<file path="config.mk">
export PLATFORM = sky130hd
export DESIGN_NAME = cpu_regfile_sync_nr1w_flat
export DESIGN_NICKNAME = d
export VERILOG_FILES = /design/src/rtl/cpu_regfile_sync_nr1w_if.sv /design/src/rtl/cpu_regfile_sync_nr1w.sv /design/src/flat_wrapper.sv
export SDC_FILE = /design/constraint.sdc
export NUM_CORES = 1
export LEC_CHECK = 0
export BUFFER_PORTS_ARGS = -buffer_cell sky130_fd_sc_hd__buf_2
export CAP_MARGIN = 20
export CORE_MARGIN = 1.5
export CORE_UTILIZATION = 28
export DETAILED_ROUTE_END_ITERATION = 10
export PLACE_DENSITY = 0.39
export SETUP_SLACK_MARGIN = 0.1
export SLEW_MARGIN = 20
export SYNTH_ARGS = -nofsm -noshare
export SYNTH_HDL_FRONTEND = slang
export SYNTH_SLANG_ARGS = --single-unit
</file>
<file path="constraint.sdc">
create_clock -name i_clk -period 5.2 [get_ports i_clk]
set_input_delay 1.04 -clock i_clk [delete_from_list [all_inputs] [get_ports i_clk]]
set_output_delay 1.04 -clock i_clk [all_outputs]
set_load 0.02 [all_outputs]
</file>
<file path="src/rtl/cpu_regfile_sync_nr1w_if.sv">
// Bundles the register file's read and write ports plus the busy and out-of-bounds status.
// Latency: none; this is wiring only.
// Backpressure: none; the core holds off issue while o_busy is high.
interface cpu_regfile_sync_nr1w_if #(
    parameter int p_xlen       = 32,
    parameter int p_read_ports = 2
);
    logic [p_read_ports-1:0]        i_rd_en;
    logic [5*p_read_ports-1:0]      i_rd_addr;
    logic [p_xlen*p_read_ports-1:0] o_rd_data;
    logic                           i_wr_en;
    logic [4:0]                     i_wr_addr;
    logic [p_xlen-1:0]              i_wr_data;
    logic                           o_busy;
    logic                           o_addr_oob;

    // Core (decode/issue) side
    modport master (
        output i_rd_en, i_rd_addr, i_wr_en, i_wr_addr, i_wr_data,
        input  o_rd_data, o_busy, o_addr_oob
    );

    // Register file side
    modport slave (
        input  i_rd_en, i_rd_addr, i_wr_en, i_wr_addr, i_wr_data,
        output o_rd_data, o_busy, o_addr_oob
    );
endinterface

</file>
<file path="src/rtl/cpu_regfile_sync_nr1w.sv">
// N-read/1-write register file (16 or 32 entries) that clears itself after reset; x0 reads as zero.
// Latency: 1 cycle on reads; a write lands at the edge where it is presented. CPU_REGFILE_BYPASS_EN selects same-edge write-first forwarding.
// Backpressure: o_busy is high during the post-reset clear; external writes are dropped and reads return 0 until it falls.
module cpu_regfile_sync_nr1w #(
    parameter int p_xlen           = 32,
    parameter int p_half_regfile   = 0,
    parameter int p_read_ports     = 2,
    parameter int p_clear_on_reset = 1
) (
    input  logic                  i_clk,
    input  logic                  i_rst_n,
    cpu_regfile_sync_nr1w_if.slave rf
);
    localparam int D  = (p_half_regfile != 0) ? 16 : 32;
    localparam int AW = (p_half_regfile != 0) ? 4 : 5;

    localparam logic [0:0] ST_CLEAR = 1'b0;
    localparam logic [0:0] ST_READY = 1'b1;
    localparam logic [0:0] ST_ENTRY = (p_clear_on_reset != 0) ? ST_CLEAR : ST_READY;
    localparam logic [4:0] LAST_IDX = 5'(D - 1);

    logic [0:0]        state;
    logic [4:0]        clr_idx;
    logic              clearing;
    logic              wr_ok;
    logic              oob;
    logic [p_xlen-1:0] regs [D];
    logic [p_read_ports-1:0][p_xlen-1:0] rd_q;

    // Upper half of the address space is missing on a 16-entry file; such addresses are never aliased.
    function automatic logic addr_is_oob(input logic [4:0] a);
        return (p_half_regfile != 0) && a[4];
    endfunction

    assign clearing = (state == ST_CLEAR);
    assign wr_ok    = !clearing && rf.i_wr_en && (rf.i_wr_addr != 5'd0) && !addr_is_oob(rf.i_wr_addr);

    // Clear sequencer: walk regs[1..D-1] once after reset, then stay in READY.
    always_ff @(posedge i_clk or negedge i_rst_n) begin
        if (!i_rst_n) begin
            state   <= ST_ENTRY;
            clr_idx <= 5'd1;
        end else if (state == ST_CLEAR) begin
            clr_idx <= clr_idx + 5'd1;
            if (clr_idx == LAST_IDX) begin
                state <= ST_READY;
            end
        end
    end

    // Storage has no reset of its own; the clear sequence zeroes it. Entry 0 is never written or read.
    always_ff @(posedge i_clk) begin
        if (clearing) begin
            regs[clr_idx[AW-1:0]] <= '0;
        end else if (wr_ok) begin
            regs[rf.i_wr_addr[AW-1:0]] <= rf.i_wr_data;
        end
    end

    for (genvar k = 0; k < p_read_ports; k++) begin : g_rd
        logic [4:0]        addr;
        logic [p_xlen-1:0] q;

        assign addr = rf.i_rd_addr[5*k +: 5];

`ifdef CPU_REGFILE_BYPASS_EN
        logic hit_wr;
        assign hit_wr = wr_ok && (rf.i_wr_addr == addr);
`endif

        // Registered read port: hold when disabled, zero for x0/out-of-bounds/clearing.
        always_ff @(posedge i_clk or negedge i_rst_n) begin
            if (!i_rst_n) begin
                q <= '0;
            end else if (rf.i_rd_en[k]) begin
                if (clearing || (addr == 5'd0) || addr_is_oob(addr)) begin
                    q <= '0;
`ifdef CPU_REGFILE_BYPASS_EN
                end else if (hit_wr) begin
                    q <= rf.i_wr_data;
`endif
                end else begin
                    q <= regs[addr[AW-1:0]];
                end
            end
        end

        assign rd_q[k] = q;
    end

    // Out-of-bounds flag looks only at ports that are actually being used this cycle.
    always_comb begin
        oob = rf.i_wr_en && addr_is_oob(rf.i_wr_addr);
        for (int k = 0; k < p_read_ports; k++) begin
            if (rf.i_rd_en[k] && addr_is_oob(rf.i_rd_addr[5*k +: 5])) begin
                oob = 1'b1;
            end
        end
    end

    assign rf.o_rd_data  = rd_q;
    assign rf.o_busy     = clearing;
    assign rf.o_addr_oob = oob;
endmodule

</file>
<file path="src/flat_wrapper.sv">
// flat-port wrapper written by rule: the top's interface ports become plain ports
module cpu_regfile_sync_nr1w_flat 
#(
    parameter int p_xlen           = 32,
    parameter int p_half_regfile   = 0,
    parameter int p_read_ports     = 2,
    parameter int p_clear_on_reset = 1
)
  (i_clk, i_rst_n, rf_i_rd_en, rf_i_rd_addr, rf_i_wr_en, rf_i_wr_addr, rf_i_wr_data, rf_o_rd_data, rf_o_busy, rf_o_addr_oob);
  cpu_regfile_sync_nr1w_if #(.p_xlen(p_xlen), .p_read_ports(p_read_ports)) rf_i ();
  input  logic i_clk;
  input  logic i_rst_n;
  input wire logic [$bits(rf_i.i_rd_en)-1:0] rf_i_rd_en;
  input wire logic [$bits(rf_i.i_rd_addr)-1:0] rf_i_rd_addr;
  input wire logic [$bits(rf_i.i_wr_en)-1:0] rf_i_wr_en;
  input wire logic [$bits(rf_i.i_wr_addr)-1:0] rf_i_wr_addr;
  input wire logic [$bits(rf_i.i_wr_data)-1:0] rf_i_wr_data;
  output wire logic [$bits(rf_i.o_rd_data)-1:0] rf_o_rd_data;
  output wire logic [$bits(rf_i.o_busy)-1:0] rf_o_busy;
  output wire logic [$bits(rf_i.o_addr_oob)-1:0] rf_o_addr_oob;
  assign rf_i.i_rd_en = rf_i_rd_en;
  assign rf_i.i_rd_addr = rf_i_rd_addr;
  assign rf_i.i_wr_en = rf_i_wr_en;
  assign rf_i.i_wr_addr = rf_i_wr_addr;
  assign rf_i.i_wr_data = rf_i_wr_data;
  assign rf_o_rd_data = rf_i.o_rd_data;
  assign rf_o_busy = rf_i.o_busy;
  assign rf_o_addr_oob = rf_i.o_addr_oob;
  cpu_regfile_sync_nr1w #(.p_xlen(p_xlen), .p_half_regfile(p_half_regfile), .p_read_ports(p_read_ports), .p_clear_on_reset(p_clear_on_reset)) u_core (.i_clk(i_clk), .i_rst_n(i_rst_n), .rf(rf_i));
endmodule
</file>
==> run_results.csv, run 1 <==
group,metric,value,unit
worst_hold_path,hp-class,"in -> async",
sta,fin_crit,3870,ps
cts,clkSinkCount,1094,
cts,cts_tree,"done",
cts,hold_buffers,0,
logic_synthesis,synthArstFlopShare,0.0640,
worst_setup_path,worstPathArrival,4260,ps
route,postRouteWirelength,208,mm
sta,fin_worst_skew,36.6,ps
grt,track_usage,0.221,
layout,nets,3142,
worst_setup_path,timing.rr.start,"u_core.state",
worst_setup_path,worstSetupPathType,"reg -> reg",
sta,max_freq,0.258,GHz
route,vias,31695,
worst_setup_path,critPathLaunchType,"flop",
cts,path_clk_slew,60,ps
route,first_pass_iters,5,
grt,grt_pass1_vias,32905,
placement,dp_cells,5415,
grt,antenna_found_initial,8,
grt,grt_overflow,0,
worst_setup_path,path_cells,"and2_1 > a21oi_1 > a211o_1 > nor2_4 > buf_4",
sta,tightest_slew,1120,ps
cts,cts_buffer_depth,3,
floorplan,pin_count,118,
layout,drive_gt1_frac,0.338,
route,ant_nets,0,
logic_synthesis,yosysSeqAreaShare,0.630,
grt,grt_pass1_wl,282,mm
worst_setup_path,crit_family,"compound AO/OA/AOI/OAI gates",
cts,htreeDepth,4,
power_and_ir_drop,power.leakage,0.0212,µW
worst_setup_path,crit_required,5590,ps
sta,final-setup-viol-count,0,
cts,numCtsBuffers,135,
placement,numPortBuffers,116,
sta,hold_viol,0,
grt,use_met3,0.0356,
logic_synthesis,synth-main-ff-cell,"edfxtp_1",
floorplan,rows,157,
layout,area_growth,17.1,%
logic_synthesis,yosysWarnings,0,
cts,root_buffer,"clkbuf_16",
cts,cts.repair.resized,0,
status,outcome,"finished, final reports clean",
logic_synthesis,ys_ff_latch,1094,
power_and_ir_drop,vdd_drop_max,0.000356,V
sta,drv_slew,0,
placement,routabilityCongestion,0.796,
grt,grt_max_degree,94,
layout,instances_no_fill,5661,
grt,busiest_layer,"met2",
power_and_ir_drop,cellPowerDensity,347,nW/µm²
cts,postCtsSetupRepairBufs,0,
floorplan,fp.dieW,432,µm
route,routedWlPerCell,36.7,µm
worst_setup_path,path_max_fanout,23,
logic_synthesis,synth_edf_count,1024,
worst_setup_path,endpoint_kind,"flop",
job,maxCapViolations,0,
floorplan,dieArea,187000,µm²
sta,max_slew_margin,0.236,
route,via_per_inst,5.60,
floorplan,core,183000,µm²
logic_synthesis,avgSynthCellArea,17.7,µm²
floorplan,die_y,432,µm
logic_synthesis,netlist_area,51600,µm²
worst_setup_path,crit_start,"u_core.state",
sta,fin_tns_setup,0,ps
route,drt_iter0_markers,3062,
worst_setup_path,cp_slowest_cell,"dfrtp_1",
grt,grtUsageMet2,0.365,
logic_synthesis,synth_cell_types,62,
cts,clk_latency,780,ps
sta,rsz0062_at_grt,"no",
worst_setup_path,path_buf_inv,1,
logic_synthesis,postSynthCellCount,2911,
layout,nFillCells,17569,
floorplan,initial_core_util,0.282,
logic_synthesis,syn_nets,2965,
layout,seqCellArea,32500,µm²
placement,dpl.hpwl,123,mm
sta,period_share,0.744,
grt,grt_use_met1,0.298,
route,drc_errors,0,
layout,multiInputGateArea,18200,µm²
worst_setup_path,cpPeakStageDelay,770,ps
## cell type report
cell class                 instances  area share
antenna                            3    0.000124
inverter                          11    0.000683
sequential                      1094       0.538
clock inverter                    69      0.0105
tap                             2464      0.0510
multi-input combinational       1576       0.302
clock buffer                     174      0.0601
timing repair buffer             270      0.0382
## layer usage
metal	vias up	wire, µm
met3	308	12700
met5	-	11
met2	1350	100000
met1	17422	88900
met4	2	5930
li1	12613	-
## per-stage QoR
step | setup slack [ps] | utilization | hold slack (ps) | power, µW | area [µm²]
floorplan | 437 | - | 490 | 11000 | 51600
finish | 1330 | 0.330 | 392 | 20900 | 60400
global placement | 1030 | 0.307 | 510 | 11900 | 56100
detailed placement | 1030 | 0.307 | 511 | 11900 | 56100
global route | 1180 | 0.330 | 396 | 21600 | 60400
CTS | 1320 | 0.330 | 365 | 21200 | 60400
## path summary, 6_finish.rpt
kind	endpoint	slack (ps)	cells after the start
worst max-delay path	u_core.regs[1][17]	1330	5
worst min-delay path	u_core.g_rd[1].q[10]	390	1
worst max register to register	u_core.regs[1][17]	1330	5
worst min register to register	u_core.clr_idx[0]	520	1
max in group asynchronous	u_core.g_rd[1].q[21]	3580	2
min in group i_clk	u_core.clr_idx[0]	520	1
## flip-flops by register name, indices dropped and copies added, names as in the netlist
signal and cells:
u_core.clr_idx 5, u_core.g_rd.q 64, u_core.regs 1024, u_core.state 1
## Yosys cell counts (all sizes together) (2+ instances only)
cell,number,area (µm²)
edfxtp,1024,30700
mux4,353,7950
mux2i,263,2630
buf,129,821
mux2,122,1370
nor2,110,415
clkbuf,101,380
a2111oi,92,1140
a221oi,87,768
nor2b,78,488
nand2b,70,438
dfrtp,69,1730
a22oi,61,458
o22ai,57,357
nand2,55,206
and2,52,325
a211oi,34,255
o221ai,33,289
or2,23,144
nor3,16,80.1
inv,11,41.3
and3,9,56.3
o211ai,7,52.6
a21oi,5,28.8
o211a,5,50.1
a31oi,4,25.0
a32oi,4,35.0
a22o,3,26.3
o21ai,3,15.0
xnor2,3,26.3
a2111o,2,22.5
ha,2,25.0
nand3,2,10.0
nor3b,2,15.0
nor4,2,12.5
o221a,2,22.5
or3,2,12.5
or3b,2,17.5
## power by group
group,leakage [µW],internal (µW),switching (µW)
logic,0.00762,647,1250
registers,0.0115,9720,82.2
clock network,0.00207,5390,3850
total,0.0212,15800,5180
## logic make-up after synthesis
logic type	after synthesis	synth area share
other	1	0.0000726
xor gates and xnor gates	3	0.000509
muxes	738	0.232
and+or+nand+nor	427	0.0437
adders and majority gates	2	0.000485
AOI/OAI and AO/OA	405	0.0699
buffers and inverters	241	0.0241
DFF	1094	0.630
## layout by cell type, fill, tap and decap left out, drive strengths merged, types with 3 or more instances in the layout
master    synthesis  routed
bufinv            0       9
clkbuf          101     174
nor3             16      16
o21ai             3       3
mux2i           263     263
mux2            122     122
and3              9       9
o211a             5       5
a21oi             5       5
xnor2             3       3
o211ai            7       7
nand2            55      55
a32oi             4       4
a22oi            61      61
a221oi           87      87
a211oi           34      34
o221ai           33      33
mux4            353     353
dfrtp            69      69
nand2b           70      70
o22ai            57      57
inv              11      22
a22o              3       3
nor2b            78      78
a2111oi          92      92
diode             0       3
clkinv            0      42
or2              23      23
buf             129     270
clkinvlp          0       7
nor2            110     110
and2             52      52
a31oi             4       4
edfxtp         1024    1024
Power figures use the tool's default switching activity.
==> run 2, diff against run 1 <==
Settings changed: PLACE_DENSITY 0.39 to 0.4.
Clock period 5.2 ns to 3.36 ns, I/O delays scaled along.
==> run 2 against run 1 <==
  * Routed wire length is 1.4% lower
  * Largest power group unchanged
  * Clock-buffer cell count up 8
  * Highest routed layer is now met4
  * Cell area increased by 2.4%
  * Die area is the same
  * Flip-flop and latch count did not move
  * Maximum frequency up 44%
  * Critical path type unchanged
==> run_results.csv, run 2 (same netlist as run 1, synthesis figures left out) <==
group,metric,value,unit
status,outcome,"finished, final reports clean",
placement,numPortBuffers,116,
route,first_pass_iters,6,
worst_hold_path,hp-class,"in -> async",
layout,drive_gt1_frac,0.356,
sta,max_slew_margin,0.247,
worst_setup_path,reg2reg_slack,670,ps
job,maxCapViolations,0,
worst_setup_path,path_cells,"and2_1 > o21ai_1 > a211o_1 > nor2_4 > buf_12",
worst_setup_path,timing.rr.start,"u_core.state",
sta,hold_viol,0,
route,ant_nets,0,
cts,htreeDepth,4,
worst_setup_path,crit_required,3820,ps
worst_setup_path,r2r-end,"u_core.regs[21][16]",
floorplan,initial_core_util,0.282,
route,via_per_inst,5.54,
cts,cts_tree,"done",
cts,numCtsBuffers,133,
layout,mostFrequentLayoutCell,"edfxtp_1",
placement,routabilityCongestion,0.817,
cts,root_buffer,"clkbuf_16",
floorplan,core,183000,µm²
floorplan,dieArea,187000,µm²
route,routedWlPerCell,35.6,µm
sta,tightest_slew,1130,ps
sta,period_share,0.802,
route,vias,31860,
power_and_ir_drop,vdd_drop_max,0.000553,V
worst_setup_path,critPathLaunchType,"flop",
floorplan,rows,157,
grt,antenna_found_initial,9,
sta,rsz0062_at_grt,"no",
worst_setup_path,path_max_fanout,12,
cts,clk_latency,780,ps
power_and_ir_drop,power,32500,µW
worst_setup_path,worstPathArrival,3160,ps
layout,layout_common_cells,"1024 x edfxtp_1, 353 x mux4_2, 263 x mux2i_1",
route,drt_iter0_markers,3120,
layout,diodes,0,
worst_setup_path,cp_slowest_cell,"nor2_4",
sta,final-setup-viol-count,0,
grt,grt_overflow,0,
grt,grt_pass1_vias,33691,
sta,drv_slew,0,
cts,cts.repair.resized,0,
sta,fin_worst_skew,35.0,ps
floorplan,die_y,432,µm
worst_setup_path,crit_start,"u_core.state",
cts,cts_buffer_depth,3,
floorplan,fp.dieW,432,µm
worst_setup_path,worstSetupPathType,"reg -> reg",
worst_setup_path,endpoint_kind,"flop",
worst_setup_path,cpPeakStageDelay,640,ps
sta,fin_crit,2690,ps
cts,path_clk_slew,60,ps
power_and_ir_drop,power.leakage,0.0220,µW
layout,nets,3236,
power_and_ir_drop,cellPowerDensity,525,nW/µm²
sta,max_freq,0.371,GHz
worst_setup_path,reg2reg_depth,5,
grt,grt_max_degree,47,
sta,fin_ws,666,ps
route,drc_errors,0,
layout,largest_reg_flops,1024,
worst_setup_path,path_buf_inv,1,
grt,track_usage,0.218,
route,postRouteWirelength,205,mm
floorplan,pin_count,118,
grt,grt_pass1_wl,280,mm
placement,place_ws,53.2,ps
placement,dpl.hpwl,129,mm
worst_setup_path,crit_family,"simple AND/OR/NAND/NOR gates",
cts,clkSinkCount,1094,
layout,area_growth,19.9,%
==> run 2: changes by cell type in the layout (fill, tap and decap cells not counted), sizes merged <==
cell / previous run / this run
buf: 270 / 365
clkbuf: 174 / 182
clkinvlp: 7 / 2
inv: 22 / 17
diode: 3 / 0
clkinv: 42 / 43
dlygate4sd3: 0 / 1
==> run 2: worst max path at each step <==
stage                                endpoint  slack (ps)  cells past startpoint
after floorplan            u_core.regs[11][0]        -150                      4
after global placement    u_core.regs[17][20]          70                      6
after detailed placement  u_core.regs[17][20]          50                      6
after CTS                  u_core.regs[17][5]         390                      5
after global routing      u_core.regs[23][13]         580                      4
final                     u_core.regs[21][16]         670                      5
==> run 2: report_power, final <==
part / switching (µW) / internal, µW / total (µW)
logic: 1940 / 1100 / 3040
registers: 118 / 15000 / 15200
clock network: 5900 / 8410 / 14300
total: 7960 / 24500 / 32500
==> run 2: final cells by class <==
cell class                 count  area [µm²]
multi-input combinational   1576       18300
clock buffer                 182        3700
inverter                      11        41.3
fill                       17537      121000
clock inverter                60         586
tap                         2464        3080
sequential                  1094       32500
timing repair buffer         366        3720
==> run 2: per-stage QoR <==
step / hold slack (ps) / area, µm² / cells / util / setup TNS [ps]
2_1_floorplan: 376 / 51700 / 2911 / - / -38860
3_3_place_gp: 516 / 57500 / 5508 / 0.314 / 0
3_5_place_dp: 520 / 57500 / 5508 / 0.314 / 0
4_1_cts: 342 / 61800 / 5751 / 0.338 / 0
5_1_grt: 374 / 61900 / 5753 / 0.338 / 0
6_report: 396 / 61900 / 5753 / 0.338 / 0
==> run 2: repair_timing <==
item                                   in CTS  in global routing
endpoints found under the hold margin      16                  0
hold buffers                                1                  0
buffers inserted                            0                  0
==> run 2: metal layers <==
layer	global-route usage	vias up	share of wire
li1	-	12823	-
met1	0.293	17435	0.43
met2	0.360	1289	0.48
met3	0.0352	313	0.058
met4	0.0693	0	0.031
met5	0	-	0
